`config.mk`:
```
export PLATFORM = sky130hd
export DESIGN_NAME = sd_block_responder
export DESIGN_NICKNAME = d
export VERILOG_FILES = /design/src/rtl/sd_block_responder_pkg.sv /design/src/rtl/sd_block_responder.sv
export SDC_FILE = /design/constraint.sdc
export NUM_CORES = 1
export LEC_CHECK = 0
export CAP_MARGIN = 10
export CORE_MARGIN = 2
export CORE_UTILIZATION = 40
export DETAILED_ROUTE_END_ITERATION = 8
export PLACE_DENSITY = 0.74
export SYNTH_ARGS = -nofsm -noshare
export SYNTH_HDL_FRONTEND = slang
export SYNTH_SLANG_ARGS = --single-unit
```
`constraint.sdc`:
```
create_clock -name clk_sys -period 7.9 [get_ports clk_sys]
set_input_delay 1.58 -clock clk_sys [delete_from_list [all_inputs] [get_ports clk_sys]]
set_output_delay 1.58 -clock clk_sys [all_outputs]
set_load 0.1 [all_outputs]
```
`src/rtl/sd_block_responder_pkg.sv`:
```
// Shared definitions for the SD block responder: state encoding and sector geometry.
package sd_block_responder_pkg;

  localparam int unsigned SD_BLK_BYTES = 512;
  localparam int unsigned SD_IDX_W     = 9;

  typedef enum logic [2:0] {
    ST_IDLE,
    ST_DELAY,
    ST_RD_FETCH,
    ST_RD_PUT,
    ST_WR_ADDR,
    ST_WR_LATCH,
    ST_WR_STORE,
    ST_DONE
  } state_e;

endpackage

```
`src/rtl/sd_block_responder.sv`:
```
// Serves one 512-byte SD block request at a time between the sector buffer and
// a byte-wide backing store. Blocks at or beyond img_blocks read back as zeros
// and silently discard writes.
module sd_block_responder
  import sd_block_responder_pkg::*;
#(
  parameter int unsigned ACK_DELAY = 4,
  parameter int unsigned MEM_AW    = 24
) (
  input  logic              clk_sys,
  input  logic              reset,
  input  logic [31:0]       sd_lba,
  input  logic              sd_rd,
  input  logic              sd_wr,
  output logic              sd_ack,
  output logic [8:0]        sd_buff_addr,
  output logic [7:0]        sd_buff_dout,
  output logic              sd_buff_wr,
  input  logic [7:0]        sd_buff_din,
  input  logic [31:0]       img_blocks,
  output logic [MEM_AW-1:0] mem_addr,
  output logic              mem_rd,
  output logic              mem_wr,
  output logic [7:0]        mem_dout,
  input  logic [7:0]        mem_din,
  input  logic              mem_ready,
  output logic              busy
);

  typedef logic [MEM_AW-1:0] maddr_t;
  localparam logic [SD_IDX_W-1:0] IDX_LAST = SD_IDX_W'(SD_BLK_BYTES - 1);

  state_e              state_q, state_d;
  logic [31:0]         lba_q, lba_d;
  logic [SD_IDX_W-1:0] idx_q, idx_d;
  logic [3:0]          dly_q, dly_d;
  logic                wr_q, wr_d;
  logic                ack_q, ack_d;
  logic [7:0]          dout_q, dout_d;
  logic [7:0]          mdout_q, mdout_d;
  logic                in_range;

  assign in_range     = (lba_q < img_blocks);
  assign mem_addr     = maddr_t'({lba_q, idx_q});
  assign sd_buff_addr = idx_q;
  assign sd_buff_dout = dout_q;
  assign mem_dout     = mdout_q;
  assign sd_ack       = ack_q;
  assign busy         = (state_q != ST_IDLE);
  assign sd_buff_wr   = (state_q == ST_RD_PUT);

  // State and datapath registers with synchronous reset.
  always_ff @(posedge clk_sys) begin
    if (reset) begin
      state_q <= ST_IDLE;
      lba_q   <= '0;
      idx_q   <= '0;
      dly_q   <= '0;
      wr_q    <= 1'b0;
      ack_q   <= 1'b0;
      dout_q  <= '0;
      mdout_q <= '0;
    end else begin
      state_q <= state_d;
      lba_q   <= lba_d;
      idx_q   <= idx_d;
      dly_q   <= dly_d;
      wr_q    <= wr_d;
      ack_q   <= ack_d;
      dout_q  <= dout_d;
      mdout_q <= mdout_d;
    end
  end

  // Next-state, counter and store-handshake decode.
  always_comb begin
    state_d = state_q;
    lba_d   = lba_q;
    idx_d   = idx_q;
    dly_d   = dly_q;
    wr_d    = wr_q;
    ack_d   = ack_q;
    dout_d  = dout_q;
    mdout_d = mdout_q;
    mem_rd  = 1'b0;
    mem_wr  = 1'b0;

    unique case (state_q)
      ST_IDLE: begin
        if (sd_rd || sd_wr) begin
          lba_d   = sd_lba;
          idx_d   = '0;
          dly_d   = 4'(ACK_DELAY);
          wr_d    = !sd_rd;
          state_d = ST_DELAY;
        end
      end
      ST_DELAY: begin
        if (dly_q <= 4'd1) begin
          dly_d   = '0;
          ack_d   = 1'b1;
          state_d = wr_q ? ST_WR_ADDR : ST_RD_FETCH;
        end else begin
          dly_d = dly_q - 4'd1;
        end
      end
      ST_RD_FETCH: begin
        if (!in_range) begin
          dout_d  = '0;
          state_d = ST_RD_PUT;
        end else begin
          mem_rd = 1'b1;
          if (mem_ready) begin
            dout_d  = mem_din;
            state_d = ST_RD_PUT;
          end
        end
      end
      ST_RD_PUT: begin
        if (idx_q == IDX_LAST) begin
          ack_d   = 1'b0;
          state_d = ST_DONE;
        end else begin
          idx_d   = idx_q + 1'b1;
          state_d = ST_RD_FETCH;
        end
      end
      ST_WR_ADDR: state_d = ST_WR_LATCH;
      ST_WR_LATCH: begin
        mdout_d = sd_buff_din;
        state_d = ST_WR_STORE;
      end
      ST_WR_STORE: begin
        mem_wr = in_range;
        if (!in_range || mem_ready) begin
          if (idx_q == IDX_LAST) begin
            ack_d   = 1'b0;
            state_d = ST_DONE;
          end else begin
            idx_d   = idx_q + 1'b1;
            state_d = ST_WR_ADDR;
          end
        end
      end
      ST_DONE: begin
        if (!sd_rd && !sd_wr) state_d = ST_IDLE;
      end
      default: state_d = ST_IDLE;
    endcase
  end

endmodule

```
==> reports/qor.yml, run 1 <==
status: "complete, no violations"
slew_headroom_pct: 32.7
dpl_cell_area_um2: 4940
die_area_um2: 9940
cts.hold.buffers_added: 0
finalNetCount: 692
cts_tree: "yes"
setup_viol: 0
yosys.area.top_type_share_pct: 36.1
fill_cells: 804
yosys_most_used_dff: "dfxtp_1"
wl_mm: 9.80
antenna_found_initial: 0
start_util_pct: 41.6
first_pass_iters: 4
maxSlewViolCount: 0
fin_ws_ps: 1310
min-delay-path-class: "register to register"
grt_pass1_wl_mm: 15.9
grt_remaining_overflow: 0
synth_area_um2: 3660
combPwrFrac_pct: 39.5
drt_iter0_drc: 127
wl_per_cell_um: 14.3
grt_pass1_vias: 3556
rsz0062_at_grt: "false"
core_area_um2: 8810
die_h_um: 99.7
cts_resized: 0
power.density_nw_per_um2: 232
synth_cells: 462
ir_drop_mv: 0.121
period_needed_ps: 6590
ant_nets: 0
worstSetupStartpointType: "input port"
dp_cells: 669
fmax_mhz: 152
cp_max_fo: 5
synth_area_leaders: "dfxtp_1 36%, ha_1 12%, nand2_1 9.9%"
clkTransAtPathRegs_ps: 70
switching_share_pct: 40.5
p_seq_share_pct: 34.0
n_antenna_cell: 0
p_int_uw: 713
p_clk_share_pct: 26.4
yosysMostFrequentCell: "nand2_1"
syn_avg_cell_area_um2: 7.93
area_growth_pct: 40.8
track_usage_pct: 19.6
ioPinCount: 139
synth_common_cells: "97 x nand2_1, 66 x dfxtp_1, 61 x a21oi_1"
post-place-ws_ps: 1360
synth_fp_nets: 582
yosysWarnings: 0
grt_max_degree: 58
cts_max_level: 3
cts_setup_buffers: 0
synth_area_leader_cell: "dfxtp_1"
hold_violations: 0
clock-sinks: 66
via_per_inst: 5.20
fin_crit_sh_pct: 83.4
yosysSeqAreaShare_pct: 36.1
root_buffer: "clkbuf_8"
tightest_slew_ps: 1010
worstPathRequired_ps: 6320
async_reset_ff_share_pct: 0
portBuffers: 138
row_count: 34
dp_hpwl_mm: 7.24
critPathArrivalTime_ps: 5010
synth_edf_count: 0
finalSetupTns_ps: 0
drc_errors: 0
clk_latency_ps: 340
gp_congestion: 0.807
p_sw_uw: 486
clockBufferDepth: 2
finalNonFillerCells: 685
endpoint_kind: "primary output"
critPathKind: "input port to primary output"
p_leak_nw: 2.12
drive_above_1_share_pct: 5.20
clock_skew_ps: 7.25
yosysUniqueCellTypes: 48
drv_cap: 0
numCtsBuffers: 9
ys_ff_latch: 66
die_x_um: 99.7
vias: 3562
fin_area_um2: 5160
==> cells by family (layout without fill, tap and decap cells) <==
family,after synthesis,after routing,share of synthesized area [%]
compound gates,112,112,19.0
fa+ha+maj,35,35,12.0
buf+inv,82,197,11.2
flops,66,66,36.1
simple gates,167,167,21.7
==> metrics by stage <==
stage	utilization [%]	hold WS, ps	total power [mW]
floorplan	-	439	0.766
global placement	56.1	442	0.877
detailed placement	56.1	452	0.889
CTS	58.6	461	1.21
global route	58.6	482	1.26
finish	58.6	459	1.20
==> metal layers <==
layer  GRT usage, %  share of wire (%)
met1           24.0                 45
met2           34.3                 47
met3           4.57                7.0
met4           5.48               0.75
met5              0                  0
==> sequential cells by signal (all words and copies together), names as in the netlist <==
| name | cells |
|---|---|
| lba_q | 32 |
| state_q | 3 |
| wr_q | 1 |
| sd_ack | 1 |
| dly_q | 4 |
| sd_buff_addr | 9 |
| sd_buff_dout | 8 |
| mem_dout | 8 |
==> worst paths after layout <==
check	start	endpoint	slack, ps	cells after the start
max	img_blocks[29]	mem_rd	1310	9
min	lba_q[31]$_SDFFE_PP0P_	lba_q[31]$_SDFFE_PP0P_	460	2
max reg2reg	sd_buff_addr[0]$_SDFFE_PP0P_	sd_buff_addr[8]$_SDFFE_PP0P_	5010	11
min reg2reg	lba_q[31]$_SDFFE_PP0P_	lba_q[31]$_SDFFE_PP0P_	460	2
==> power groups by stage <==
stage	clock, mW	sequential (mW)	combinational, mW
global route	0.337	0.414	0.515
global placement	0	0.414	0.463
finish	0.317	0.408	0.474
CTS	0.325	0.408	0.476
detailed placement	0	0.415	0.475
floorplan	0	0.437	0.329
==> critical path: stages <==
cell	delay [ps]
clkdlybuf4s50_1	450
inv_1	50
ha_1	290
a21o_1	170
a21o_1	170
a221oi_1	220
o21ai_0	360
nor4_1	490
clkdlybuf4s50_1	1220
==> area by class of cell <==
class | instances | area (µm²) | share of cell area (%)
Timing Repair Buffer | 141 | 1400 | 27.1
Sequential cell | 66 | 1320 | 25.6
Inverter | 40 | 150 | 2.91
Clock buffer | 11 | 141 | 2.74
Multi-Input combinational cell | 314 | 1930 | 37.5
Tap cell | 108 | 135 | 2.62
Clock inverter | 5 | 77.6 | 1.50
==> cells in the final DEF (no fill, tap or decap), types with 4 or more instances in the layout <==
cell,synthesis,routed
clkdlybuf4s50_1,0,137
nand2_1,97,97
dfxtp_1,66,66
a21oi_1,61,61
inv_1,39,39
ha_1,35,35
nor2_1,16,16
o21ai_0,13,13
clkbuf_8,0,10
nor3_1,8,8
a22o_1,8,8
and3_1,7,7
nand3_1,6,6
nand4_1,6,6
o211ai_1,6,6
a211oi_1,4,4
nor4_1,4,4
nor3b_1,4,4
a32o_1,4,4
No activity file was read; power rests on OpenSTA's default activity.
==> run 2: changes to the inputs <==
--- a/config.mk
+++ b/config.mk
@@ -9,7 +9,7 @@
 export CORE_MARGIN = 2
 export CORE_UTILIZATION = 40
 export DETAILED_ROUTE_END_ITERATION = 8
-export PLACE_DENSITY = 0.74
+export PLACE_DENSITY = 0.77
 export SYNTH_ARGS = -nofsm -noshare
 export SYNTH_HDL_FRONTEND = slang
 export SYNTH_SLANG_ARGS = --single-unit
==> constraint.sdc (replaced) <==
create_clock -name clk_sys -period 5.3 [get_ports clk_sys]
set_input_delay 1.06 -clock clk_sys [delete_from_list [all_inputs] [get_ports clk_sys]]
set_output_delay 1.06 -clock clk_sys [all_outputs]
set_load 0.1 [all_outputs]
==> run 2 against run 1 <==
  * Via count up 1.3%
  * Cell count unchanged
  * Hold slack about the same
  * Clock skew up 3.5 ps
  * Combinational power up 49%
  * Wire length up 1.1%
  * Total power up 46%
  * Global-route usage up 0.73 points
==> reports/qor.yml, run 2 (synthesis gave the netlist of run 1 again) <==
period_needed_ps: 4670
final_util_pct: 58.8  # +0.18 points
dp_hpwl_mm: 7.28  # +0.63%
cts.hold.buffers_added: 0  # unchanged
path_cells: "clkdlybuf4s50_1 > inv_1 > ha_1 > a21oi_1 > o21ai_0 > a221oi_1 > o21ai_0 > nor4_2 > buf_12"
reg2reg_depth: 11  # unchanged
finalNonFillerCells: 685  # unchanged
finalSetupTns_ps: 0  # unchanged
row_count: 34  # unchanged
hold_violations: 0  # unchanged
status: "complete, no violations"
power.density_nw_per_um2: 338  # +45%
slew_headroom_pct: 33.0  # +0.26 points
fmax_mhz: 214
slowest_delay_ps: 510  # -710 ps
p_leak_nw: 2.13  # about the same
top_register: "lba_q"
drive_above_1_share_pct: 6.07  # +0.87 points
worstPathRequired_ps: 4240  # -2080 ps
rsz0062_at_grt: "false"
drv_cap: 0  # unchanged
antenna_found_initial: 0  # unchanged
finalNetCount: 692  # unchanged
ant_nets: 0  # unchanged
met2_usage_pct: 35.7  # +1.4 points
maxSlewViolCount: 0  # unchanged
n_antenna_cell: 0  # unchanged
drt_iter0_drc: 142  # +12%
grt_max_degree: 58  # unchanged
vias: 3608  # +1.3%
mostFrequentLayoutCell: "clkdlybuf4s50_1"
start_util_pct: 41.6  # unchanged
cts_setup_buffers: 0  # unchanged
grtUsageMet3_pct: 5.06  # +0.49 points
clk_latency_ps: 340  # about the same
track_usage_pct: 20.3  # +0.73 points
cp.buffers_inverters: 3  # unchanged
die_area_um2: 9940  # unchanged
layout_common_cells: "135 x clkdlybuf4s50_1, 97 x nand2_1, 66 x dfxtp_1, 61 x a21oi_1, 39 x inv_1"
critPathArrivalTime_ps: 3610  # -1400 ps
die_h_um: 99.7  # unchanged
grt.met1_usage_pct: 24.4  # +0.41 points
setup_viol: 0  # unchanged
cp_top_family: "compound AO/OA/AOI/OAI gates"
endpoint_kind: "primary output"
clkTransAtPathRegs_ps: 80  # about the same
core_area_um2: 8810  # unchanged
die_x_um: 99.7  # unchanged
via_per_inst: 5.27  # +1.3%
clockBufferDepth: 2  # unchanged
min-delay-path-class: "register to register"
cts_max_level: 3  # unchanged
grt_remaining_overflow: 0  # unchanged
grt_pass1_wl_mm: 16.5  # +4.0%
tightest_slew_ps: 1000  # -3.84 ps
portBuffers: 138  # unchanged
cts_tree: "yes"
wl_per_cell_um: 14.5  # +1.1%
wl_mm: 9.90  # +1.1%
worstSetupStartpointType: "input port"
ir_drop_mv: 0.155  # +28%
ioPinCount: 139  # unchanged
first_pass_iters: 4  # unchanged
grt_pass1_vias: 3670  # +3.2%
busiest_layer: "met2"
largest_register_ffs: 32  # unchanged
area_growth_pct: 41.3
fin_crit_sh_pct: 88.0
drc_errors: 0  # unchanged
numCtsBuffers: 9  # unchanged
cp_max_fo: 5  # unchanged
critPathKind: "input port to primary output"
gp_congestion: 0.914  # +13%
clock-sinks: 66  # unchanged
cpMaxStageDelayCell: "nor4_2"
root_buffer: "clkbuf_8"
path_depth: 9  # unchanged
holdPathStages: 2  # unchanged
dp_cells: 669  # unchanged
critPathMostFrequentCell: "o21ai_0"
cts_resized: 0  # unchanged
clock_skew_ps: 10.7  # +3.49 ps
run 2: per-stage QoR:
| step | hold WS (ps) | total power [mW] | setup WS, ps | instance area, µm² |
|---|---|---|---|---|
| global placement | 445 | 1.31 | 590 | 4970 |
| global route | 476 | 1.86 | 422 | 5170 |
| detailed placement | 451 | 1.33 | 631 | 4970 |
| floorplan | 439 | 1.14 | 235 | 3670 |
| finish | 459 | 1.75 | 635 | 5170 |
| CTS | 462 | 1.77 | 609 | 5170 |
run 2: final timing paths:
path / from / endpoint / slack (ps)
min: mem_dout[3]$_SDFFE_PP0P_ / mem_dout[3]$_SDFFE_PP0P_ / 460
max reg2reg: sd_buff_addr[0]$_SDFFE_PP0P_ / sd_buff_addr[8]$_SDFFE_PP0P_ / 2320
min reg2reg: mem_dout[3]$_SDFFE_PP0P_ / mem_dout[3]$_SDFFE_PP0P_ / 460
max: img_blocks[27] / mem_rd / 630
run 2: where the power goes:
part / internal, mW / total [mW] / leakage [nW] / switching (mW)
Combinational: 0.235 / 0.707 / 1.49 / 0.472
Clock: 0.230 / 0.434 / 0.0945 / 0.204
Sequential: 0.556 / 0.609 / 0.539 / 0.0530
run 2: layer usage:
layer	share of wire [%]	vias up	wire, µm
li1	-	1796	-
met1	44	1663	4380
met5	0	-	0
met2	48	141	4790
met4	0.75	0	74
met3	6.7	8	666
run 2: area by class of cell:
| class | instances | area [µm²] |
|---|---|---|
| fillers | 802 | 3630 |
| multi-input cells | 314 | 1950 |
| repair buffers | 141 | 1420 |
| flip-flops and latches | 66 | 1320 |
| inverters | 40 | 150 |
| clock buffers | 10 | 138 |
| well taps | 108 | 135 |
| clock inverters | 6 | 66.3 |
run 2: worst min-delay path, stage by stage, from the launching register on:
cell	delay, ps
dfxtp_1	320
nand2_1	50
a21oi_1	50
